<file path="config.mk">
export PLATFORM = sky130hd
export DESIGN_NAME = hazard_scoreboard
export DESIGN_NICKNAME = d
export VERILOG_FILES = /design/src/rtl/hazard_scoreboard.sv
export SDC_FILE = /design/constraint.sdc
export NUM_CORES = 1
export LEC_CHECK = 0
export BUFFER_PORTS_ARGS = -buffer_cell sky130_fd_sc_hd__buf_2
export CORE_ASPECT_RATIO = 0.6
export CORE_MARGIN = 1
export CORE_UTILIZATION = 57
export CTS_CLUSTER_SIZE = 30
export DETAILED_ROUTE_END_ITERATION = 8
export PLACE_DENSITY_LB_ADDON = 0.3
export SLEW_MARGIN = 20
export SYNTH_ARGS = -nofsm -noshare
export SYNTH_HDL_FRONTEND = slang
export SYNTH_SLANG_ARGS = --single-unit
</file>
<file path="constraint.sdc">
create_clock -name clk -period 5.7 [get_ports clk]
set_input_delay 0.285 -clock clk [delete_from_list [all_inputs] [get_ports clk]]
set_output_delay 0.285 -clock clk [all_outputs]
set_load 0.01 [all_outputs]
</file>
<file path="src/rtl/hazard_scoreboard.sv">
// Pipeline hazard scoreboard: tracks in-flight destination registers after ID and
// decides per cycle whether to stall the front end or forward a later-stage result.
module hazard_scoreboard #(
   parameter int AW       = 3,
   parameter int DEPTH    = 3,
   parameter int FWD_EN   = 1,
   parameter int ZERO_REG = 0,
   parameter int SW       = $clog2(DEPTH + 1)
) (
   input  logic          clk,
   input  logic          rst,
   input  logic          id_valid,
   input  logic [AW-1:0] id_rs1,
   input  logic [AW-1:0] id_rs2,
   input  logic          id_rs1_used,
   input  logic          id_rs2_used,
   input  logic [AW-1:0] id_rd,
   input  logic          id_wr_en,
   input  logic          id_is_load,
   input  logic          flush,
   input  logic          cnt_clr,
   output logic          pc_en,
   output logic          if_id_en,
   output logic          bubble,
   output logic [SW-1:0] fwd1_sel,
   output logic [SW-1:0] fwd2_sel,
   output logic [15:0]   stall_count
);

   logic [DEPTH-1:0]         ent_valid;
   logic [DEPTH-1:0]         ent_wr_en;
   logic [DEPTH-1:0]         ent_load;
   logic [DEPTH-1:0][AW-1:0] ent_rd;
   logic [15:0]              stall_cnt;

   logic          hit1, hit2;
   logic [SW-1:0] idx1, idx2;
   logic          zero1, zero2;
   logic          active;
   logic          load_use;
   logic          stall;

   // Scan oldest to youngest so the youngest matching entry overwrites the result.
   always_comb begin
      hit1  = 1'b0;
      hit2  = 1'b0;
      idx1  = '0;
      idx2  = '0;
      zero1 = (ZERO_REG != 0) && (id_rs1 == '0);
      zero2 = (ZERO_REG != 0) && (id_rs2 == '0);
      for (int k = DEPTH - 1; k >= 0; k--) begin
         if (id_rs1_used && !zero1 && ent_valid[k] && ent_wr_en[k] && (ent_rd[k] == id_rs1)) begin
            hit1 = 1'b1;
            idx1 = SW'(k);
         end
         if (id_rs2_used && !zero2 && ent_valid[k] && ent_wr_en[k] && (ent_rd[k] == id_rs2)) begin
            hit2 = 1'b1;
            idx2 = SW'(k);
         end
      end
   end

   always_comb begin
      active   = id_valid && !flush;
      load_use = ent_load[0] && ((hit1 && (idx1 == '0)) || (hit2 && (idx2 == '0)));
      if (FWD_EN != 0) begin
         stall = active && load_use;
      end else begin
         stall = active && (hit1 || hit2);
      end
      fwd1_sel = '0;
      fwd2_sel = '0;
      if ((FWD_EN != 0) && active && !stall) begin
         if (hit1) fwd1_sel = idx1 + SW'(1);
         if (hit2) fwd2_sel = idx2 + SW'(1);
      end
      pc_en    = !stall;
      if_id_en = !stall;
      bubble   = stall;
   end

   // A stalled or flushed ID instruction enters EX as an invalid entry (the bubble).
   always_ff @(posedge clk or negedge rst) begin
      if (!rst) begin
         ent_valid <= '0;
         ent_wr_en <= '0;
         ent_load  <= '0;
         ent_rd    <= '0;
      end else begin
         for (int i = 1; i < DEPTH; i++) begin
            ent_valid[i] <= ent_valid[i-1];
            ent_wr_en[i] <= ent_wr_en[i-1];
            ent_load[i]  <= ent_load[i-1];
            ent_rd[i]    <= ent_rd[i-1];
         end
         ent_valid[0] <= id_valid && !stall && !flush;
         ent_wr_en[0] <= id_wr_en;
         ent_load[0]  <= id_is_load;
         ent_rd[0]    <= id_rd;
      end
   end

   always_ff @(posedge clk or negedge rst) begin
      if (!rst) begin
         stall_cnt <= '0;
      end else if (cnt_clr) begin
         stall_cnt <= '0;
      end else if (stall && (stall_cnt != 16'hFFFF)) begin
         stall_cnt <= stall_cnt + 16'd1;
      end
   end

   assign stall_count = stall_cnt;

endmodule

</file>
## After elaboration in Yosys (flattened, before gate mapping)

Cells that the tools add are included.

| word-level totals | value |
|---|---|
| bits in registers | 32 |
| bits in latches | 0 |
| bits in writable memories | 0 |
| ROM bits | 0 |
| input bits | 18 |
| output and inout port bits | 23 |
| logic and storage cells | 68 |
| memories kept | 0 |

| operators by class | value |
|---|---|
| $add $sub $neg | 3 |
| multipliers | 0 |
| div/mod/pow operators | 0 |
| magnitude comparators | 0 |
| equality and inequality tests | 7 |
| shifts and indexed selects | 0 |
| muxes and demuxes | 18 |
| bitwise logic cells | 0 |
| reductions and logical operators | 33 |

Operator list:

| kind | number |
|---|---|
| 16-bit 2-to-1 mux | 2 |
| 1-bit logical AND | 27 |
| 2-bit 2-to-1 mux | 10 |
| 3-bit equality test | 6 |
| 16-bit by 1-bit adder with 16-bit output (second input constant) | 1 |
| 16-bit inequality test (second input constant) | 1 |
| 1-bit 2-to-1 mux | 6 |
| 2-bit by 1-bit adder with 2-bit output (second input constant) | 2 |
| 2-bit logical NOT | 2 |
| 1-bit logical NOT | 2 |
| 2-bit nonzero test | 1 |
| 1-bit logical OR | 1 |

## Longest topological paths before layout

Gate-level depths: netlist of run 1.

| logic depth | value |
|---|---|
| word-level depth | 14 |
| mapped depth | 12 |
| mapped depth without buffers | 10 |

## Least setup slack after synthesis of run 1

OpenSTA, ideal clock, no wires.

| timing | value |
|---|---|
| kind | register -> register |
| start point | reg ent_rd[8] in the netlist's numbering |
| end point | reg stall_cnt[1], in the netlist stall_count[1] |
| library setup time | 0.132 ns |
| arrival time | 2.464 ns |
| data required time | 5.568 ns |
| slack | 3.104 ns |
| cell stages (with the launch flop) | 13 |
| buffers on the path | 2 |
| clock period less this slack | 2.596 ns |
| cell sequence | dfrtp_1 xor2_1 or4_4 nor2_1 nand2_1 ha_1 inv_1 a31oi_4 o211ai_4 buf_6 clkbuf_1 mux2i_1 nor2_1 |

| on the way | value |
|---|---|
| word-level cells in the longest chain between the ends | 12 |
| elaborated cells between the ends (all ways) | 25 |
| classes of those cells | eq/ne: 2; mux: 12; reduce/logical: 11 |

RTL lines:

| item | line | RTL |
|---|---|---|
| from (decl) | 33 | `logic [DEPTH-1:0][AW-1:0] ent_rd;` |
| from (signal, indexed assignment) | 94 | `ent_rd[i] <= ent_rd[i-1];` |
| 3-bit equality test, on equally long branches | 52, 56 |  |
| 1-bit logical AND, on equally long branches | 52, 56 |  |
| 2-bit 2-to-1 mux, on equally long branches (3 in a row) | 52, 56 |  |
| 2-bit logical NOT | 65 | `load_use = ent_load[0] && ((hit1 && (idx1 == '0)) \|\| (hit2 && (idx2 == '0)));` |
| 1-bit logical AND | 65 |  |
| 1-bit logical OR (*) | 65 |  |
| 1-bit logical AND (*) | 65 |  |
| 1-bit logical AND (*) | 67 | `stall = active && load_use;` |
| 1-bit logical AND (*) | 108 | `end else if (stall && (stall_cnt != 16'hFFFF)) begin` |
| 2-bit nonzero test (no source line) (*) | n/a |  |
| to (signal assigned) | 109 | `stall_cnt <= stall_cnt + 16'd1;` |
| to (decl) | 34 | `logic [15:0] stall_cnt;` |

Every way passes the cells marked *; elsewhere a longest branch is shown, timed or not.
A chain may end at the register's enable or synchronous reset.

## Final worst setup path of run 1

| timing | value |
|---|---|
| start point | reg ent_rd[8] in the netlist's numbering |
| end point | out fwd1_sel[1] |

| on the way | value |
|---|---|
| word-level cells in the longest chain between the ends | 13 |
| elaborated cells between the ends (all ways) | 28 |
| classes of those cells | add/sub: 1; eq/ne: 2; mux: 14; reduce/logical: 11 |

RTL lines:

| item | line | RTL |
|---|---|---|
| 3-bit equality test, on equally long branches | 52, 56 |  |
| 1-bit logical AND, on equally long branches | 52, 56 |  |
| 2-bit 2-to-1 mux, on equally long branches (3 in a row) | 52, 56 |  |
| 2-bit logical NOT | 65 |  |
| 1-bit logical AND | 65 |  |
| 1-bit logical OR | 65 |  |
| 1-bit logical AND | 65 |  |
| 1-bit logical AND | 67 |  |
| 1-bit logical NOT | 73 | `if ((FWD_EN != 0) && active && !stall) begin` |
| 1-bit logical AND | 73 |  |
| 2-bit 2-to-1 mux (*) | 73 |  |
| to (decl) | 25 | `output logic [SW-1:0] fwd1_sel,` |

Marks and branches as above.

==> results.md, run 1 <==
* Core Box Area at 2660 sq um
* Distinct cells, synth at 31
* RSZ-0062 raised after global routing: no
* Arrival time at the worst endpoint at 2.79 ns
* Final setup margin at 2.63 ns
* Antenna Nets Post-Route at 0
* Max Clk Rate at 325 MHz
* Die footprint at 3220 sq um
* Largest net degree at the start of global routing at 33
* H-tree depth at 2
* Clock Latency Late Sink at 0.29 ns
* Nets@finish at 231
* Buffers on Ports at 40
* Status: finished clean
* Worst R2R Path Depth at 9
* Worst slew margin at 0.524
* Post-DR vias/cell at 6.34
* Hold_buf cts at 0
* Hold crit path type: primary input to async pin
* Worst Path Required at 5.41 ns
* Total track usage at 0.313
* First-pass GRT wire length at 7.06 mm
* Max Clock Skew at 0.00479 ns
* Final TNS setup at 0 ns
* Synthesis-to-layout area growth at 19.7%
* Clock Tree Buf Depth at 2
* Share of cells above drive strength 1 at 0.265
* Setup crit end: fwd1_sel[1]
* Number of global-route vias before repair at 1435
* WL/cell at 18.1 um
* Setup crit start: ent_rd[8]
* Initial antenna violation count at 0
* Vias at 1591
* Pwr Density at 242 nW/um^2
* Flop-to-flop setup slack at 2.90 ns
* DRC viols at 0
* Final period util at 0.539
* Max_cap viols at 0
* FF+latch count, synth at 32
* Fin. max-slew vios at 0
* Die X at 72.6 um
* Grt total ovfl at 0
* Post-Syn Instances at 167
* R2R Path End: stall_count[5]
* 1st-iter DRT viols at 165
* Root Driver: clkbuf_8
* Initial Utilization at 0.641
* Yosys warning count at 0
* Worst slew pin tran at 0.714 ns
* Final min period at 3.07 ns
* Critical path fanouts, max at 4
* Clk sinks at 32
* Reg-to-reg startpoint: ent_rd[2]
* Lkg Pwr at 0.962 nW
* # diodes at 0
* Pre-antenna DRT Iters at 5
* Total I/O pin count at 41
* Total power at 493 uW
* Startpoint types: register
* Seq/Total Area, Yosys at 0.470
* TritonCTS buffer count at 5
* Commonest non-fill, non-tap cell in the layout: buf_2
* Post-CTS Setup Bufs at 0
* Post-CTS sizing at 0
* CTS tree: built
* HPWL Detailed at 3.39 mm
* Worst IR Drop VDD at 165 uV
* Clock transition at path regs at 0.07 ns
* Syn Area/Cell at 10.2 sq um
* Rows at 14
* Hold Fails Final Rpt at 0
* Syn nets at 188
* Critical path capture point type: output pin
* Commonest cells after routing, fill and taps aside: 40 x buf_2, 32 x dfrtp_1, 19 x xor2_1
* Setup CP Type: register to output pin
* Post-Syn Area at 1710 sq um
* WL final at 4.55 mm
* Setup Slack @ Placement at 2.94 ns
* GPL Wtd Cong at 0.854
* Final Setup Violations at 0
* Die height at 44.4 um
[report_power, final]
group / internal (mW) / switching, mW / total (mW)
Clock: 0.129 / 0.0909 / 0.220
Sequential: 0.233 / 0.00688 / 0.240
Combinational: 0.0123 / 0.0208 / 0.0332
[cells by family after synthesis]
logic type | share of synthesized area
DFF | 0.470
buffers and inverters | 0.0242
and+or+nand+nor | 0.237
xor gates and xnor gates | 0.0976
muxes | 0.00587
adders and majority gates | 0.0220
AOI/OAI and AO/OA | 0.144
[registers in the layout, indices dropped and copies added (netlist names)]
signal	count
ent_load	1
ent_rd	9
ent_valid	3
ent_wr_en	3
stall_count	16
[critical path, cell delays in order, from the launching register on]
cell,delay [ns]
dfrtp_1,0.41
xor2_1,0.18
or4_4,0.58
nor2_1,0.13
nand2_1,0.08
ha_1,0.18
inv_1,0.09
a31oi_4,0.06
o21a_1,0.23
nor2_1,0.21
and3_1,0.22
buf_2,0.14
[cells in the mapped netlist]
cell | number | share of area
mux2i_1 | 1 | 0.0059
nand2_1 | 12 | 0.026
buf_6 | 1 | 0.0066
o31a_1 | 1 | 0.0051
nand3_1 | 13 | 0.038
and4_1 | 3 | 0.015
o21ai_0 | 13 | 0.038
buf_4 | 1 | 0.0044
o211ai_4 | 1 | 0.012
inv_1 | 4 | 0.0088
ha_1 | 3 | 0.022
xor2_1 | 19 | 0.098
nand2b_1 | 2 | 0.0073
a31oi_4 | 2 | 0.025
o21a_1 | 1 | 0.0044
and3_1 | 8 | 0.029
or4_1 | 4 | 0.018
a31oi_1 | 1 | 0.0037
dfrtp_1 | 32 | 0.47
a21oi_1 | 12 | 0.035
o21ba_2 | 1 | 0.0059
or4_4 | 4 | 0.026
clkbuf_1 | 2 | 0.0044
nor3_1 | 1 | 0.0029
nor4_1 | 4 | 0.015
nor2b_1 | 1 | 0.0037
or3_1 | 10 | 0.037
nor2_1 | 5 | 0.011
a41oi_1 | 1 | 0.0051
nand4_1 | 2 | 0.0073
o31ai_1 | 2 | 0.0088
[final cells by class]
type / count / area [sq um]
fill: 202 / 622
tap: 40 / 50.0
timing repair buffer: 40 / 200
clock buffer: 5 / 68.8
clock inverter: 3 / 42.5
inverter: 4 / 15.0
multi-input combinational: 127 / 863
sequential: 32 / 801
[routing by layer]
metal	vias to the layer above	track usage	part of all wire
li1	704	-	-
met1	751	0.389	0.40
met2	108	0.512	0.46
met3	28	0.118	0.11
met4	0	0.106	0.027
met5	-	0	0
[worst min path at each step]
stage	endpoint	slack, ns	startpoint
after floorplan	ent_load[0]	-0.01	rst
after detailed placement	stall_count[10]	0.38	rst
after global routing	ent_wr_en[0]	0.08	id_wr_en
after global placement	stall_count[10]	0.36	rst
after CTS	stall_count[12]	0.06	rst
final	stall_count[12]	0.04	rst
[stage by stage]
stage	hold WS, ns	instances	utilization	cell area (sq um)
6_report	0.0364	251	0.766	2040
5_1_grt	0.0830	251	0.766	2040
4_1_cts	0.0648	251	0.766	2040
3_5_place_dp	0.378	243	0.725	1930
3_3_place_gp	0.363	243	0.725	1930
2_1_floorplan	-0.0106	167	-	1710
No activity file was read; power rests on OpenSTA's default activity.
==> run 2, diff against run 1 <==
CORE_UTILIZATION = 48   (was 57)
clock period = 2.6 ns   (was 5.7 ns; I/O delays follow)
==> run 2 against run 1 <==
Against the previous run:
- the run now ends with setup timing left
- sequential power increased by 120%
- final area increased by 21%
- combinational power increased to 3.3 times the previous value
- global-route usage decreased by 5.2 points
- worst hold slack improved by 0.19 ns
- clock power increased by 120%
- via count increased by 10%
- critical endpoint is now stall_count[2]
- largest power group unchanged
==> results.md, run 2 (synthesis results as in run 1) <==
* Commonest non-fill, non-tap cell in the layout: buf_2 (unchanged)
* Worst Path Required at 2.82 ns (was 5.41 ns)
* Pwr Density at 454 nW/um^2 (was 242 nW/um^2)
* Hold depth at 2
* Final setup margin at -0.188 ns (was 2.63 ns)
* Hold crit path type: primary input to register (was primary input to async pin)
* WL/cell at 20.7 um (was 18.1 um)
* WL final at 5.85 mm (was 4.55 mm)
* Flop-to-flop setup slack at -0.19 ns (was 2.90 ns)
* Synthesis-to-layout area growth at 44.6% (was 19.7%)
* Arrival time at the worst endpoint at 3.01 ns (was 2.79 ns)
* Core Box Area at 3320 sq um (was 2660 sq um)
* Max Clock Skew at 0.00309 ns (was 0.00479 ns)
* Worst R2R Path Depth at 10 (was 9)
* Total track usage at 0.260 (was 0.313)
* 1st-iter DRT viols at 197 (was 165)
* TritonCTS buffer count at 5 (unchanged)
* HPWL Detailed at 3.14 mm (was 3.39 mm)
* First-pass GRT wire length at 6.91 mm (was 7.06 mm)
* Failing checks: setup timing
* Clock Latency Late Sink at 0.29 ns (about the same)
* Root Driver: clkbuf_8 (unchanged)
* # diodes at 0 (unchanged)
* Initial antenna violation count at 0 (unchanged)
* Critical path fanouts, max at 14 (was 4)
* GPL Wtd Cong at 0.769 (was 0.854)
* RSZ-0062 raised after global routing: yes (was no)
* Startpoint types: register (unchanged)
* Worst slew margin at 0.498 (was 0.524)
* Max reg flops at 16 (unchanged)
* Setup CP Type: register to register (was register to output pin)
* Largest net degree at the start of global routing at 33 (unchanged)
* Lkg Pwr at 1.11 nW (was 0.962 nW)
* Total power at 1.12 mW (was 493 uW)
* Clock Tree Buf Depth at 2 (unchanged)
* Layout Utilization at 0.742 (was 0.766)
* Worst Min Path Start: cnt_clr
* Commonest cells after routing, fill and taps aside: 35 x buf_2, 31 x dfrtp_1, 18 x xor2_1 (was 40 x buf_2, 32 x dfrtp_1, 19 x xor2_1)
* Final Setup Violations at 22 (was 0)
* Fin. max-slew vios at 0 (unchanged)
* Die height at 48.2 um (was 44.4 um)
* DRC viols at 0 (unchanged)
* Max Clk Rate at 359 MHz
* Clk sinks at 32 (unchanged)
* WHS Endpoint: stall_count[1]
* Vias at 1753 (was 1591)
* Rows at 16 (was 14)
* R2R Path End: stall_count[2] (was stall_count[5])
* Critical path capture point type: register (was output pin)
* Antenna Nets Post-Route at 0 (unchanged)
* Nets@finish at 257 (was 231)
* Final min period at 2.79 ns
* Buffers on Ports at 40 (unchanged)
* Worst slew pin tran at 0.754 ns (was 0.714 ns)
* Worst IR Drop VDD at 342 uV (was 165 uV)
* Die X at 79.0 um (was 72.6 um)
* Max_cap viols at 0 (unchanged)
* Share of cells above drive strength 1 at 0.456 (was 0.265)
* Clock transition at path regs at 0.07 ns (about the same)
* Post-DR vias/cell at 6.22 (was 6.34)
* Total I/O pin count at 41 (unchanged)
* Final period util at 1.07
* H-tree depth at 2 (unchanged)
* Hold Fails Final Rpt at 0 (unchanged)
* Status: finished with violations (was finished clean)
* Initial Utilization at 0.513 (was 0.641)
* Number of global-route vias before repair at 1349 (was 1435)
* CTS tree: built (unchanged)
* Die footprint at 3800 sq um (was 3220 sq um)
* Reg-to-reg startpoint: ent_rd[0] (was ent_rd[2])
* Pre-antenna DRT Iters at 4 (was 5)
* Grt total ovfl at 0 (unchanged)
run 2: power by group:
group	switching, mW	leakage (nW)	internal [mW]
Combinational	0.0653	0.640	0.0429
Sequential	0.0164	0.413	0.511
Clock	0.201	0.0541	0.283
run 2: worst max-delay path, cell delays in order (launching register included):
cell and delay, ns:
dfrtp_2 0.44, xor2_2 0.20, or4_4 0.60, nand2_4 0.10
ha_4 0.13, inv_2 0.04, a31oi_4 0.26, buf_4 0.19
o211ai_4 0.19, or3_1 0.41, a21oi_1 0.15
run 2: layer usage:
metal	share of wire	vias to the layer above	global-route usage
li1	-	756	-
met1	0.40	852	0.355
met2	0.47	119	0.417
met3	0.099	26	0.0636
met4	0.032	0	0.0982
met5	0	-	0
run 2: repair_timing:
| action | 4_1_cts | 5_1_grt |
|---|---|---|
| pin swaps | 11 | 23 |
| gates cloned | 0 | 1 |
| hold endpoints to repair | 37 | 0 |
| hold buffers | 6 | 0 |
| resized for setup | 11 | 39 |
| buffers inserted | 4 | 11 |
| setup endpoints to repair | 16 | 22 |
run 2: worst max path at each step:
stage	from	to
after floorplan	ent_rd[8]	stall_count[1]
after global placement	ent_rd[2]	stall_count[15]
after detailed placement	ent_rd[8]	stall_count[10]
after CTS	ent_rd[7]	fwd1_sel[1]
after global routing	ent_rd[7]	fwd1_sel[1]
final	ent_rd[0]	stall_count[2]
run 2: through the flow:
step                setup slack (ns)  cell area (sq um)  TNS, ns  hold slack (ns)  instances
global placement              0.0523               1970        0            0.216        252
floorplan                    0.00437               1710        0           -0.166        167
detailed placement           -0.0597               1970   -0.262            0.227        252
CTS                          -0.0722               2210   -0.379            0.196        270
finish                        -0.188               2470    -2.29            0.230        282
global route                  -0.232               2470    -3.82            0.237        282
run 2: cell type report:
type                    instances  area [sq um]
flip-flops and latches         32           802
well taps                      45          56.3
fillers                       225           857
clock inverters                 3          42.5
multi-input cells             128          1040
clock buffers                   5          68.8
inverters                       4          15.0
repair buffers                 65           445
==> run 3, diff against run 2 <==
CELL_PAD_IN_SITES_DETAIL_PLACEMENT = 1   (was not set)
CELL_PAD_IN_SITES_GLOBAL_PLACEMENT = 1   (was not set)
CORE_UTILIZATION = 36   (was 48)
==> run 3 against run 2 <==
Against the previous run:
- the run still ends with setup timing left
- clock skew increased by 0.0072 ns
- cell count grew 4.3%
- worst hold slack worse by 0.0072 ns
- non-clock buffer count fell by 4
- clock power is 2% higher
- critical path depth up 2
- final area decreased by 2.1%
==> results.md, run 3 (synthesis results as in run 1) <==
* Arrival time at the worst endpoint at 2.61 ns (was 3.01 ns)
* Commonest non-fill, non-tap cell in the layout: buf_2 (unchanged)
* Worst slew margin at 0.493 (was 0.498)
* Total track usage at 0.221 (was 0.260)
* CTS tree: built (unchanged)
* Hold crit path type: primary input to register (unchanged)
* Grt total ovfl at 0 (unchanged)
* Number of global-route vias before repair at 1633 (was 1349)
* Critical path capture point type: output pin (was register)
* Proportion of power drawn by the clock network at 0.437 (was 0.433)
* Final period util at 1.05 (was 1.07)
* Pwr Density at 466 nW/um^2 (was 454 nW/um^2)
* Hold depth at 2 (unchanged)
* Share of cells above drive strength 1 at 0.415 (was 0.456)
* Final setup margin at -0.142 ns (was -0.188 ns)
* Worst Path Required at 2.47 ns (was 2.82 ns)
* Rows at 18 (was 16)
* Commonest cells after routing, fill and taps aside: 35 x buf_2, 32 x dfrtp_1, 19 x xor2_1 (was 35 x buf_2, 31 x dfrtp_1, 18 x xor2_1)
* Hold Fails Final Rpt at 0 (unchanged)
* Post-DR vias/cell at 5.64 (was 6.22)
* Core Box Area at 4320 sq um (was 3320 sq um)
* Pre-antenna DRT Iters at 4 (unchanged)
* Die X at 90.9 um (was 79.0 um)
* Flop-to-flop setup slack at -0.14 ns (was -0.19 ns)
* Clock Latency Late Sink at 0.29 ns (about the same)
* H-tree depth at 2 (unchanged)
* Final TNS setup at -1.66 ns (was -2.29 ns)
* Final min period at 2.74 ns (was 2.79 ns)
* Largest net degree at the start of global routing at 33 (unchanged)
* Failing checks: setup timing (unchanged)
* Final Non-Filler Cells at 294 (was 282)
* Psw at 288 uW (was 283 uW)
* Initial antenna violation count at 0 (unchanged)
* Status: finished with violations (unchanged)
* Worst slew pin tran at 0.761 ns (was 0.754 ns)
* Clock transition at path regs at 0.08 ns (was 0.07 ns)
* Die footprint at 5030 sq um (was 3800 sq um)
* GPL Wtd Cong at 0.778 (was 0.769)
* Max Clk Rate at 365 MHz (was 359 MHz)
* WL final at 5.83 mm (was 5.85 mm)
* Die height at 55.3 um (was 48.2 um)
* Worst R2R Path Depth at 11 (was 10)
* Reg-to-reg startpoint: ent_rd[2] (was ent_rd[0])
* First-pass GRT wire length at 8.49 mm (was 6.91 mm)
* HPWL Detailed at 3.57 mm (was 3.14 mm)
* Synthesis-to-layout area growth at 41.6% (was 44.6%)
* Critical path fanouts, max at 4 (was 14)
* Int Power at 838 uW (was 837 uW)
* Startpoint types: register (unchanged)
* Placed inst area at 2010 sq um (was 1970 sq um)
* Layout Utilization at 0.558 (was 0.742)
* Buffers on Ports at 40 (unchanged)
* Worst IR Drop VDD at 215 uV (was 342 uV)
* Total I/O pin count at 41 (unchanged)
* Reg power frac at 0.467 (was 0.471)
* Lkg Pwr at 1.08 nW (was 1.11 nW)
* Clk sinks at 32 (unchanged)
* Fin. max-slew vios at 0 (unchanged)
* R2R Path End: stall_count[2] (unchanged)
* Switch share at 0.256 (was 0.252)
* Setup CP Type: register to output pin (was register to register)
* Vias at 1658 (was 1753)
* Max Clock Skew at 0.0103 ns (was 0.00309 ns)
* Worst Min Path Start: cnt_clr (unchanged)
* WHS Endpoint: stall_count[5] (was stall_count[1])
* # diodes at 0 (unchanged)
* Final Setup Violations at 19 (was 22)
* TritonCTS buffer count at 5 (unchanged)
* Max reg flops at 16 (unchanged)
* Placed cells at 271 (was 252)
* DRC viols at 0 (unchanged)
* RSZ-0062 raised after global routing: yes (unchanged)
* Antenna Nets Post-Route at 0 (unchanged)
* WL/cell at 19.8 um (was 20.7 um)
* Initial Utilization at 0.394 (was 0.513)
* Combinational power share at 0.096 (was 0.097)
* 1st-iter DRT viols at 87 (was 197)
* Max_cap viols at 0 (unchanged)
* Nets@finish at 254 (was 257)
* Clock Tree Buf Depth at 2 (unchanged)
* Finished Cell Area at 2410 sq um (was 2470 sq um)
* Root Driver: clkbuf_8 (unchanged)
==> run 3: cell types whose count changed in the layout (fill, tap and decap cells not counted), moves of 2 or more <==
cell / previous run / this run
a21oi_1: 5 / 9
a21oi_2: 7 / 3
buf_4: 16 / 12
o21ai_0: 12 / 7
o21ai_1: 1 / 5
o31ai_1: 0 / 2
or3_1: 6 / 10
or3_4: 4 / 0
==> run 3: repair_timing <==
item                                    CTS  global route
pin swaps                                12             8
cloned                                    0             2
endpoints found under the setup margin   20            23
setup buffers                             3             4
gates resized for setup                  24            18
hold endpoints to repair                 37             0
hold buffers                              6             0
==> run 3: how the worst max path moves through the flow <==
stage	cells past startpoint	to	slack, ns	from
floorplan	12	stall_count[1]	0.004	ent_rd[8]
global placement	12	fwd1_sel[1]	-0.003	ent_rd[8]
detailed placement	10	stall_count[5]	-0.09	ent_rd[4]
CTS	12	fwd1_sel[1]	-0.10	ent_rd[7]
global route	11	stall_count[15]	-0.21	ent_rd[5]
finish	12	fwd1_sel[0]	-0.14	ent_rd[2]
==> run 3: per-layer routing <==
metal / track usage / vias to the layer above / wire length (um)
li1: - / 753 / -
met1: 0.304 / 857 / 2770
met2: 0.357 / 44 / 2780
met3: 0.0441 / 4 / 258
met4: 0.0590 / 0 / 25
met5: 0 / - / 0
==> run 3: power by group through the flow <==
stage               sequential (mW)  clock [mW]  combinational, mW
CTS                           0.524       0.497             0.0954
floorplan                     0.530           0             0.0335
global route                  0.527       0.518              0.116
detailed placement            0.534           0             0.0786
global placement              0.532           0             0.0748
finish                        0.526       0.492              0.108
==> run 3: layout make-up <==
class                           instances  area [sq um]
Sequential cell                        32           801
Fill cell                             485          1910
Inverter                                4          15.0
Timing Repair Buffer                   61           415
Multi-Input combinational cell        129           997
Clock inverter                          3          42.5
Tap cell                               60          75.1
Clock buffer                            5          68.8
==> run 3: critical path: stages (launching register included) <==
cell and delay (ns):
dfrtp_1 0.40, buf_4 0.15, xor2_1 0.17, or4_4 0.46
nand2_1 0.10, ha_2 0.17, inv_2 0.04, a31oi_4 0.18
buf_6 0.13, buf_4 0.10, o21ai_2 0.07, and3_1 0.19
buf_2 0.14
==> run 3: stage by stage <==
step	worst slack [ns]	power (mW)	hold slack (ns)
2_1_floorplan	0.00437	0.563	-0.166
3_3_place_gp	-0.00334	0.607	0.226
3_5_place_dp	-0.0886	0.612	0.240
4_1_cts	-0.104	1.12	0.203
5_1_grt	-0.207	1.16	0.241
6_report	-0.142	1.13	0.222
